File: src/rtl/keypad_operand_entry.sv
// keypad_operand_entry
// Turns decoded calculator key presses into a binary operand. Digits build the
// value as value*10+digit, Enter publishes it with a one-cycle strobe, Clear
// discards it. Each key press acts exactly once, on its rising edge.

module keypad_operand_entry #(
  parameter int WORD_LENGTH = 8,
  parameter int MAX_DIGITS  = 3
) (
  input  logic                                 clk,
  input  logic                                 reset,
  input  logic                                 key_valid,
  input  logic [3:0]                           key_code,
  output logic [WORD_LENGTH-1:0]               operand,
  output logic                                 operand_valid,
  output logic                                 overflow,
  output logic [$clog2(MAX_DIGITS+1)-1:0]      digit_count
);

  localparam int DCW = $clog2(MAX_DIGITS + 1);
  // Candidate width: operand*10+9 never exceeds WORD_LENGTH+4 bits.
  localparam int CW  = WORD_LENGTH + 4;

  localparam logic [CW-1:0] MAX_VALUE = {4'b0000, {WORD_LENGTH{1'b1}}};

  localparam logic [3:0] KEY_ENTER = 4'hA;
  localparam logic [3:0] KEY_CLEAR = 4'hB;

  // EMPTY: nothing entered; ENTRY: digits arriving; HOLD: operand published.
  typedef enum logic [1:0] {
    EMPTY,
    ENTRY,
    HOLD
  } state_t;

  state_t                 state;
  state_t                 state_next;
  logic                   key_prev;
  logic                   press;
  logic [CW-1:0]          operand_ext;
  logic [CW-1:0]          candidate;
  logic                   significant;
  logic                   fits;
  logic                   room;
  logic                   accept;
  logic [WORD_LENGTH-1:0] operand_next;
  logic                   valid_next;
  logic                   overflow_next;
  logic [DCW-1:0]         count_next;

  assign press       = key_valid & ~key_prev;
  assign operand_ext = {4'b0000, operand};
  // operand*10 as a shift-add, done wide so an oversized result stays visible.
  assign candidate   = (operand_ext << 3) + (operand_ext << 1) + CW'(key_code);
  // A zero typed while the value is still zero is a leading zero: not counted.
  assign significant = (operand != '0) || (key_code != 4'd0);
  assign fits        = (candidate <= MAX_VALUE);
  assign room        = (digit_count < DCW'(MAX_DIGITS));
  assign accept      = fits && (!significant || room);

  // Key edge detector; preset high so a key held through reset is ignored.
  always_ff @(posedge clk or negedge reset) begin
    // NOTE: sequential state uses non-blocking assignments so every register
    // samples the pre-edge values, independent of statement order.
    if (!reset) begin
      key_prev <= 1'b1;
    end else begin
      key_prev <= key_valid;
    end
  end

  // State and output registers; outputs are registered so they stay settled
  // for the whole cycle after the edge that changed them.
  always_ff @(posedge clk or negedge reset) begin
    if (!reset) begin
      state         <= EMPTY;
      operand       <= '0;
      operand_valid <= 1'b0;
      overflow      <= 1'b0;
      digit_count   <= '0;
    end else begin
      state         <= state_next;
      operand       <= operand_next;
      operand_valid <= valid_next;
      overflow      <= overflow_next;
      digit_count   <= count_next;
    end
  end

  // Next-state and next-output decode for one key press.
  always_comb begin
    // NOTE: every signal gets a default first so no path can leave one
    // unassigned and infer a latch.
    state_next    = state;
    operand_next  = operand;
    valid_next    = 1'b0;
    overflow_next = overflow;
    count_next    = digit_count;

    if (press) begin
      if (key_code <= 4'd9) begin
        if (state == HOLD) begin
          // First digit after a publish starts a fresh number.
          operand_next  = WORD_LENGTH'(key_code);
          count_next    = DCW'(key_code != 4'd0);
          overflow_next = 1'b0;
          state_next    = ENTRY;
        end else if (accept) begin
          operand_next = candidate[WORD_LENGTH-1:0];
          count_next   = significant ? digit_count + 1'b1 : digit_count;
          state_next   = ENTRY;
        end else begin
          // Rejected digit: value kept, flag sticks until Clear/Enter/new number.
          overflow_next = 1'b1;
        end
      end else if (key_code == KEY_ENTER) begin
        valid_next    = 1'b1;
        overflow_next = 1'b0;
        state_next    = HOLD;
      end else if (key_code == KEY_CLEAR) begin
        operand_next  = '0;
        count_next    = '0;
        overflow_next = 1'b0;
        state_next    = EMPTY;
      end
      // Codes C-F consume the edge and do nothing else.
    end
  end

endmodule

File: config.mk
export PLATFORM = sky130hd
export DESIGN_NAME = keypad_operand_entry
export DESIGN_NICKNAME = d
export VERILOG_FILES = /design/src/rtl/keypad_operand_entry.sv
export SDC_FILE = /design/constraint.sdc
export NUM_CORES = 1
export LEC_CHECK = 0
export BUFFER_PORTS_ARGS = -buffer_cell sky130_fd_sc_hd__buf_4
export CELL_PAD_IN_SITES_DETAIL_PLACEMENT = 1
export CELL_PAD_IN_SITES_GLOBAL_PLACEMENT = 1
export CORE_MARGIN = 4
export CORE_UTILIZATION = 44
export DETAILED_ROUTE_END_ITERATION = 6
export PLACE_DENSITY_LB_ADDON = 0.15
export REMOVE_ABC_BUFFERS = 1
export SLEW_MARGIN = 20
export SYNTH_ARGS = -nofsm -noshare
export SYNTH_HDL_FRONTEND = slang
export SYNTH_SLANG_ARGS = --single-unit
File: constraint.sdc
create_clock -name clk -period 3.5 [get_ports clk]
set_input_delay 0.7 -clock clk [delete_from_list [all_inputs] [get_ports clk]]
set_output_delay 0.7 -clock clk [all_outputs]
set_load 0.02 [all_outputs]
==> summary.md, run 1 <==
| Metric | Value |
|---|---|
| Run status | finished clean |
| Final wirelength | 3810 um |
| Site row count | 19 |
| ANT cells | 0 |
| Post-synthesis async set-or-reset flop share | 1.00 |
| Root buffer cell | clkbuf_4 |
| Register area | 377 um^2 |
| Worst R2R End | operand[2] |
| PostCTS Resize Cnt | 0 |
| Post-route ant nets | 0 |
| Mapped Avg Cell Area | 9.31 um^2 |
| Pins Over Slew Limit | 0 |
| Sw Pwr | 700 uW |
| Sequential cell area fraction in the yosys report | 0.275 |
| Crit Path Max Fanout | 9 |
| Pin count of the biggest net entering global routing | 16 |
| H-tree Lvls | 1 |
| Full die area | 0.00407 mm^2 |
| Initial Utilization | 0.480 |
| Leading cell type in the layout, fill and taps excluded | buf_4 |
| Setup Fix Bufs, Post-CTS | 0 |
| Cell count after synthesis | 147 |
| Total I/O pin count | 19 |
| Post-synth EDFFs | 0 |
| Yosys warns | 0 |
| Most frequent cells in the layout | buf_4 (27), ha_1 (16), nand2_1 (14), dfrtp_1 (14), a21oi_1 (13) |
| Register bit total from synthesis | 15 |
| Initial DRC Count | 64 |
| All-Layer GR Usage | 0.209 |
| Total Power | 1.42 mW |
| Crit path launch type | primary input |
| Antenna violations before repair | 0 |
| Worst Path Arrival | 3.46 ns |
| RSZ-0062 raised after global routing | no |
| Final number of setup-violating endpoints | 0 |
| Number of fill cells in the layout | 346 |
| Fin. Hold Viols | 0 |
| Clk Latency, worst-skew pair | 0.29 ns |
| Gr ovfl total | 0 |
| Max-Cap Viols | 0 |
| Slowest Stage Delay on Critical Path | 0.53 ns |
| Normalized max-slew margin | 0.669 |
| Dominant synthesized flop cell | dfrtp_1 |
| Max Clock Freq | 305 MHz |
| Vias | 1282 |
| DRT Pass-1 Iters | 5 |
| # nets final | 202 |
| Core Util, Final | 0.568 |
| Crit-path slowest cell | fa_1 |
| Buffers on Ports | 18 |
| Post-CTS Hold Buffers | 0 |
| Core Area | 0.00285 mm^2 |
| Comb power frac | 0.704 |
| Sw Share | 0.491 |
| Reg2reg setup slack | 0.25 ns |
| HP Class | primary input to async pin |
| Max Root-Sink Buffers | 2 |
| First-pass GRT wire length | 6830 um |
| DRC | 0 |
| Setup Skew | 0.00894 ns |
| Critical path class | primary input to flop |
| Critical path, cell by cell | buf_4 > inv_1 > fa_1 > fa_1 > nand2b_1 > a211o_1 > a211o_1 > a211oi_4 > a31oi_4 > mux2_4 |
| P per Cell Area | 879 mW/mm^2 |
| Total clock sinks | 15 |
| Area added between synthesis and finish | 18.5% |
| Post-synthesis cell area | 0.00137 mm^2 |
| Worst Tran Pin Value | 0.491 ns |
| Seq pwr share | 0.224 |
| Total CTS buffers | 3 |
| Min cycle time layout | 3.28 ns |
| Int Pwr | 725 uW |
| Final hold slack | 0.238 ns |
| Routed length per placed instance | 18.4 um |
| Final worst path period share | 0.937 |
| Required time of the critical path | 3.68 ns |
| Area of the multi-input gates | 946 um^2 |
| Mean number of vias per cell | 6.19 |
| CP Capture Point | operand[2] |
| CTS tree | yes |
| Hpwl dp | 3130 um |
| Share of layout cells above drive strength 1 | 0.227 |
| R2R cell count | 9 |
| Worst-path clk slew | 0.10 ns |
| Critical R2R Launch | operand[2] |
| Synth cell types | 48 |
| Die width | 63.8 um |
| Maximum VDD drop | 418 uV |
| Number of global-route vias before repair | 1404 |
| Final cell count without fillers | 207 |
| Routability congestion estimate | 0.931 |
| Die height | 63.8 um |
| Placed cell count | 203 |
| CP Capture Type | flop |
| Static Leak | 0.798 nW |
| Clock Power Share | 0.072 |
| Worst Setup SP | key_code[3] |
per-stage QoR:
stage	area, um^2	setup WS, ns	TNS [ns]
2_1_floorplan	1350	0.0399	0
4_1_cts	1620	0.209	0
5_1_grt	1620	0.0695	0
6_report	1620	0.219	0
3_3_place_gp	1590	-0.0179	-0.0538
3_5_place_dp	1590	-0.108	-0.615
final cells by class:
| class | instances | share of cell area |
|---|---|---|
| flip-flops and latches | 15 | 0.232 |
| multi-input cells | 122 | 0.583 |
| well taps | 31 | 0.0239 |
| clock buffers | 3 | 0.0139 |
| inverters | 8 | 0.0185 |
| repair buffers | 27 | 0.125 |
| clock inverters | 1 | 0.00309 |
per-layer routing:
layer	up-vias	wire length [um]	global-route usage
met5	-	0	0
met4	0	69	0.0620
met3	9	122	0.0333
met2	28	1910	0.366
met1	633	1710	0.265
li1	612	-	-
critical path, delay by kind of cell:
family	cells	cell delay (ns)
AND/OR/NAND/NOR	1	0.19
adder cells (fa/ha/maj)	2	0.98
buffers and inverters	2	0.14
multiplexers	1	0.34
AO/OA/AOI/OAI	4	1.10
cell families after synthesis:
group / count (synthesis) / share of synthesized area
adders and majority gates: 18 / 0.176
AOI/OAI and AO/OA: 46 / 0.252
and+or+nand+nor: 50 / 0.197
DFF: 15 / 0.275
xor gates and xnor gates: 3 / 0.0192
muxes: 5 / 0.0475
buffers and inverters: 10 / 0.0338
worst min-delay path by stage:
stage                         startpoint              to  cells past startpoint
after CTS                          reset   operand_valid                      1
after floorplan                    reset  digit_count[0]                      0
final                              reset   operand_valid                      1
after detailed placement        overflow        overflow                      1
after global placement    digit_count[1]  digit_count[1]                      2
after global routing               reset   operand_valid                      1
power by group through the flow:
stage                     clock, mW  combinational (mW)  sequential (mW)
after floorplan                   0               0.612            0.360
after global placement            0               0.953            0.315
after detailed placement          0               0.997            0.323
after CTS                     0.107                1.00            0.319
after global routing          0.115                1.11            0.335
final                         0.102                1.00            0.319
synth_stat cells, types with 2 or more instances:
cell,instances,area [um^2]
a211o_1,2,17.5
a211oi_1,3,22.5
a21boi_0,2,15.0
a21o_1,2,15.0
a21oi_1,13,65.1
a32o_1,4,40.0
dfrtp_1,14,350
fa_1,2,40.0
ha_1,16,200
inv_1,8,30.0
mux2_4,3,45.0
mux2i_1,2,20.0
nand2_1,14,52.6
nand2b_1,6,37.5
nand3_1,3,15.0
nor2_1,10,37.5
nor2b_1,3,18.8
nor3_1,3,15.0
nor4_1,2,12.5
o21ai_0,6,30.0
xnor2_1,2,17.5
state kept, by name, indices dropped and copies added, names as in the netlist:
register       count
digit_count        2
state              2
operand_valid      1
key_prev           1
operand            8
overflow           1
Power figures use the tool's default switching activity.
==> run 2, diff against run 1 <==
PLACE_DENSITY_LB_ADDON = 0.1   (was 0.15)
RECOVER_POWER = 50   (was default)
==> summary.md, run 2 (synthesized netlist as in run 1, its figures left out) <==
| Metric | Value |
|---|---|
| Total CTS buffers | 3 (unchanged) |
| Buffers on Ports | 18 (unchanged) |
| TNS Setup | 0 ns (unchanged) |
| RSZ-0062 raised after global routing | no |
| First-pass GRT wire length | 6610 um (-3.2%) |
| Crit-path slowest cell | fa_1 |
| HP Class | primary input to async pin |
| DRC | 0 (unchanged) |
| Crit Path Max Fanout | 9 (unchanged) |
| Die width | 63.8 um (unchanged) |
| Top Registers | operand x8, digit_count x2, state x2 |
| DRT Pass-1 Iters | 4 (-1) |
| Vias | 1267 (-1.2%) |
| Worst Path Arrival | 3.46 ns (about the same) |
| Met1 usage | 0.263 (-0.00241) |
| Full die area | 0.00407 mm^2 (unchanged) |
| H-tree Lvls | 1 (unchanged) |
| Clock Power Share | 0.073 (about the same) |
| Max Clock Freq | 305 MHz (about the same) |
| Setup Fix Bufs, Post-CTS | 0 (unchanged) |
| Worst-path clk slew | 0.10 ns (about the same) |
| Pins Over Slew Limit | 0 (unchanged) |
| Core Util, Final | 0.561 (-0.00789) |
| P per Cell Area | 882 mW/mm^2 (+0.38%) |
| CP Capture Type | flop |
| Max-Cap Viols | 0 (unchanged) |
| PostCTS Resize Cnt | 0 (unchanged) |
| Number of global-route vias before repair | 1346 (-4.1%) |
| Biggest register | operand |
| Post-route ant nets | 0 (unchanged) |
| Max FFs per register | 8 (unchanged) |
| Int Pwr | 711 uW (-1.8%) |
| Normalized max-slew margin | 0.425 (-0.244) |
| Initial Utilization | 0.480 (unchanged) |
| Slowest Stage Delay on Critical Path | 0.59 ns (+0.06 ns) |
| Routed length per placed instance | 18.7 um (+1.8%) |
| Sw Pwr | 699 uW (-0.18%) |
| Antenna violations before repair | 0 (unchanged) |
| All-Layer GR Usage | 0.204 (-0.00569) |
| Required time of the critical path | 3.68 ns (about the same) |
| Final number of setup-violating endpoints | 0 (unchanged) |
| Critical path, cell by cell | buf_4 > inv_1 > fa_1 > fa_1 > nand2b_1 > a21oi_1 > buf_4 > o31ai_1 > nand2_1 > a31oi_4 > mux2_4 |
| Sw Share | 0.496 (+0.00415) |
| Worst Tran Pin Value | 0.863 ns (+0.372 ns) |
| Root buffer cell | clkbuf_4 |
| Run status | finished clean |
| Total clock sinks | 15 (unchanged) |
| Min cycle time layout | 3.28 ns (-0.000602 ns) |
| Final worst path period share | 0.937 (about the same) |
| GR peak layer | met2 |
| Leading cell type in the layout, fill and taps excluded | buf_4 |
| Mean number of vias per cell | 6.12 (-1.2%) |
| Gr ovfl total | 0 (unchanged) |
| Met2 Use GR | 0.362 (-0.00391) |
| Total I/O pin count | 19 (unchanged) |
| Site row count | 19 (unchanged) |
| Final wirelength | 3880 um (+1.8%) |
| Initial DRC Count | 48 (-25%) |
| Seq pwr share | 0.226 (+0.002) |
| Die height | 63.8 um (unchanged) |
| Routability congestion estimate | 0.944 (+1.4%) |
| ANT cells | 0 (unchanged) |
| Fin. Hold Viols | 0 (unchanged) |
| Comb power frac | 0.700 (-0.004) |
| Setup Skew | 0.0101 ns (+0.00117 ns) |
| Crit path launch type | primary input |
| Core Area | 0.00285 mm^2 (unchanged) |
| Area added between synthesis and finish | 16.8% |
| Most frequent cells in the layout | buf_4 (20), ha_1 (16), nand2_1 (14), dfrtp_1 (14), a21oi_1 (13) |
| Critical path class | primary input to flop |
| Maximum VDD drop | 498 uV (+19%) |
| Clk Latency, worst-skew pair | 0.30 ns (about the same) |
| Pin count of the biggest net entering global routing | 16 (unchanged) |
| Share of layout cells above drive strength 1 | 0.193 (-0.0341) |
| Hpwl dp | 3110 um (-0.69%) |
| Post-CTS Hold Buffers | 0 (unchanged) |
| CTS tree | yes |
| Static Leak | 0.774 nW (-2.9%) |
| # nets final | 202 (unchanged) |
| Global Route met3 Usage | 0.0193 (-0.0140) |
| Max Root-Sink Buffers | 2 (unchanged) |
==> run 2: cell count changes in the layout (fill, tap and decap cells not counted) <==
cell	previous run	this run
buf_4	27	20
clkbuf_1	0	6
clkbuf_4	3	4
==> run 2: per-layer routing <==
metal	wire, um	vias to the layer above
li1	-	615
met1	1780	624
met2	1960	26
met3	107	2
met4	27	0
met5	0	-
==> run 2: worst paths after layout <==
kind,end,slack [ns],from,cells after the start
setup reg to reg,operand[3],0.27,operand[2],9
hold / removal,state[0],0.48,reset,1
setup / recovery,operand[3],0.22,key_code[3],11
min in group clk,key_prev,0.52,key_valid,1
max in group asynchronous,operand[1],2.48,reset,1
hold reg to reg,overflow,0.57,overflow,1
==> run 2: layout make-up <==
type	instances	area (um^2)
clock inverters	1	5.00
clock buffers	3	22.5
flip-flops and latches	15	377
repair buffers	27	180
inverters	8	30.0
multi-input cells	122	946
fillers	360	1250
well taps	31	38.8
==> run 2: stage by stage <==
stage                     worst slack, ns  instance area, um^2  power (mW)  hold slack (ns)  cells
final                               0.219                 1600        1.41            0.478    207
after global routing               0.0776                 1600        1.54            0.505    207
after CTS                           0.221                 1620        1.43            0.236    207
after detailed placement          -0.0852                 1590        1.31            0.545    203
after global placement            -0.0232                 1590        1.27            0.526    203
after floorplan                    0.0399                 1350       0.972            0.404    145
==> run 2: power groups by stage <==
stage,Clock [mW],Sequential (mW),Combinational [mW]
floorplan,0,0.360,0.612
global placement,0,0.315,0.959
detailed placement,0,0.323,0.989
CTS,0.107,0.318,1.00
global route,0.118,0.329,1.09
finish,0.103,0.319,0.988
==> run 2: worst max-delay path: cells and delay by family <==
family	cells	cell delay (ns)
AO/OA/AOI/OAI	3	0.95
adder cells (fa/ha/maj)	2	0.79
multiplexers	1	0.34
buffers and inverters	3	0.30
AND/OR/NAND/NOR	2	0.37
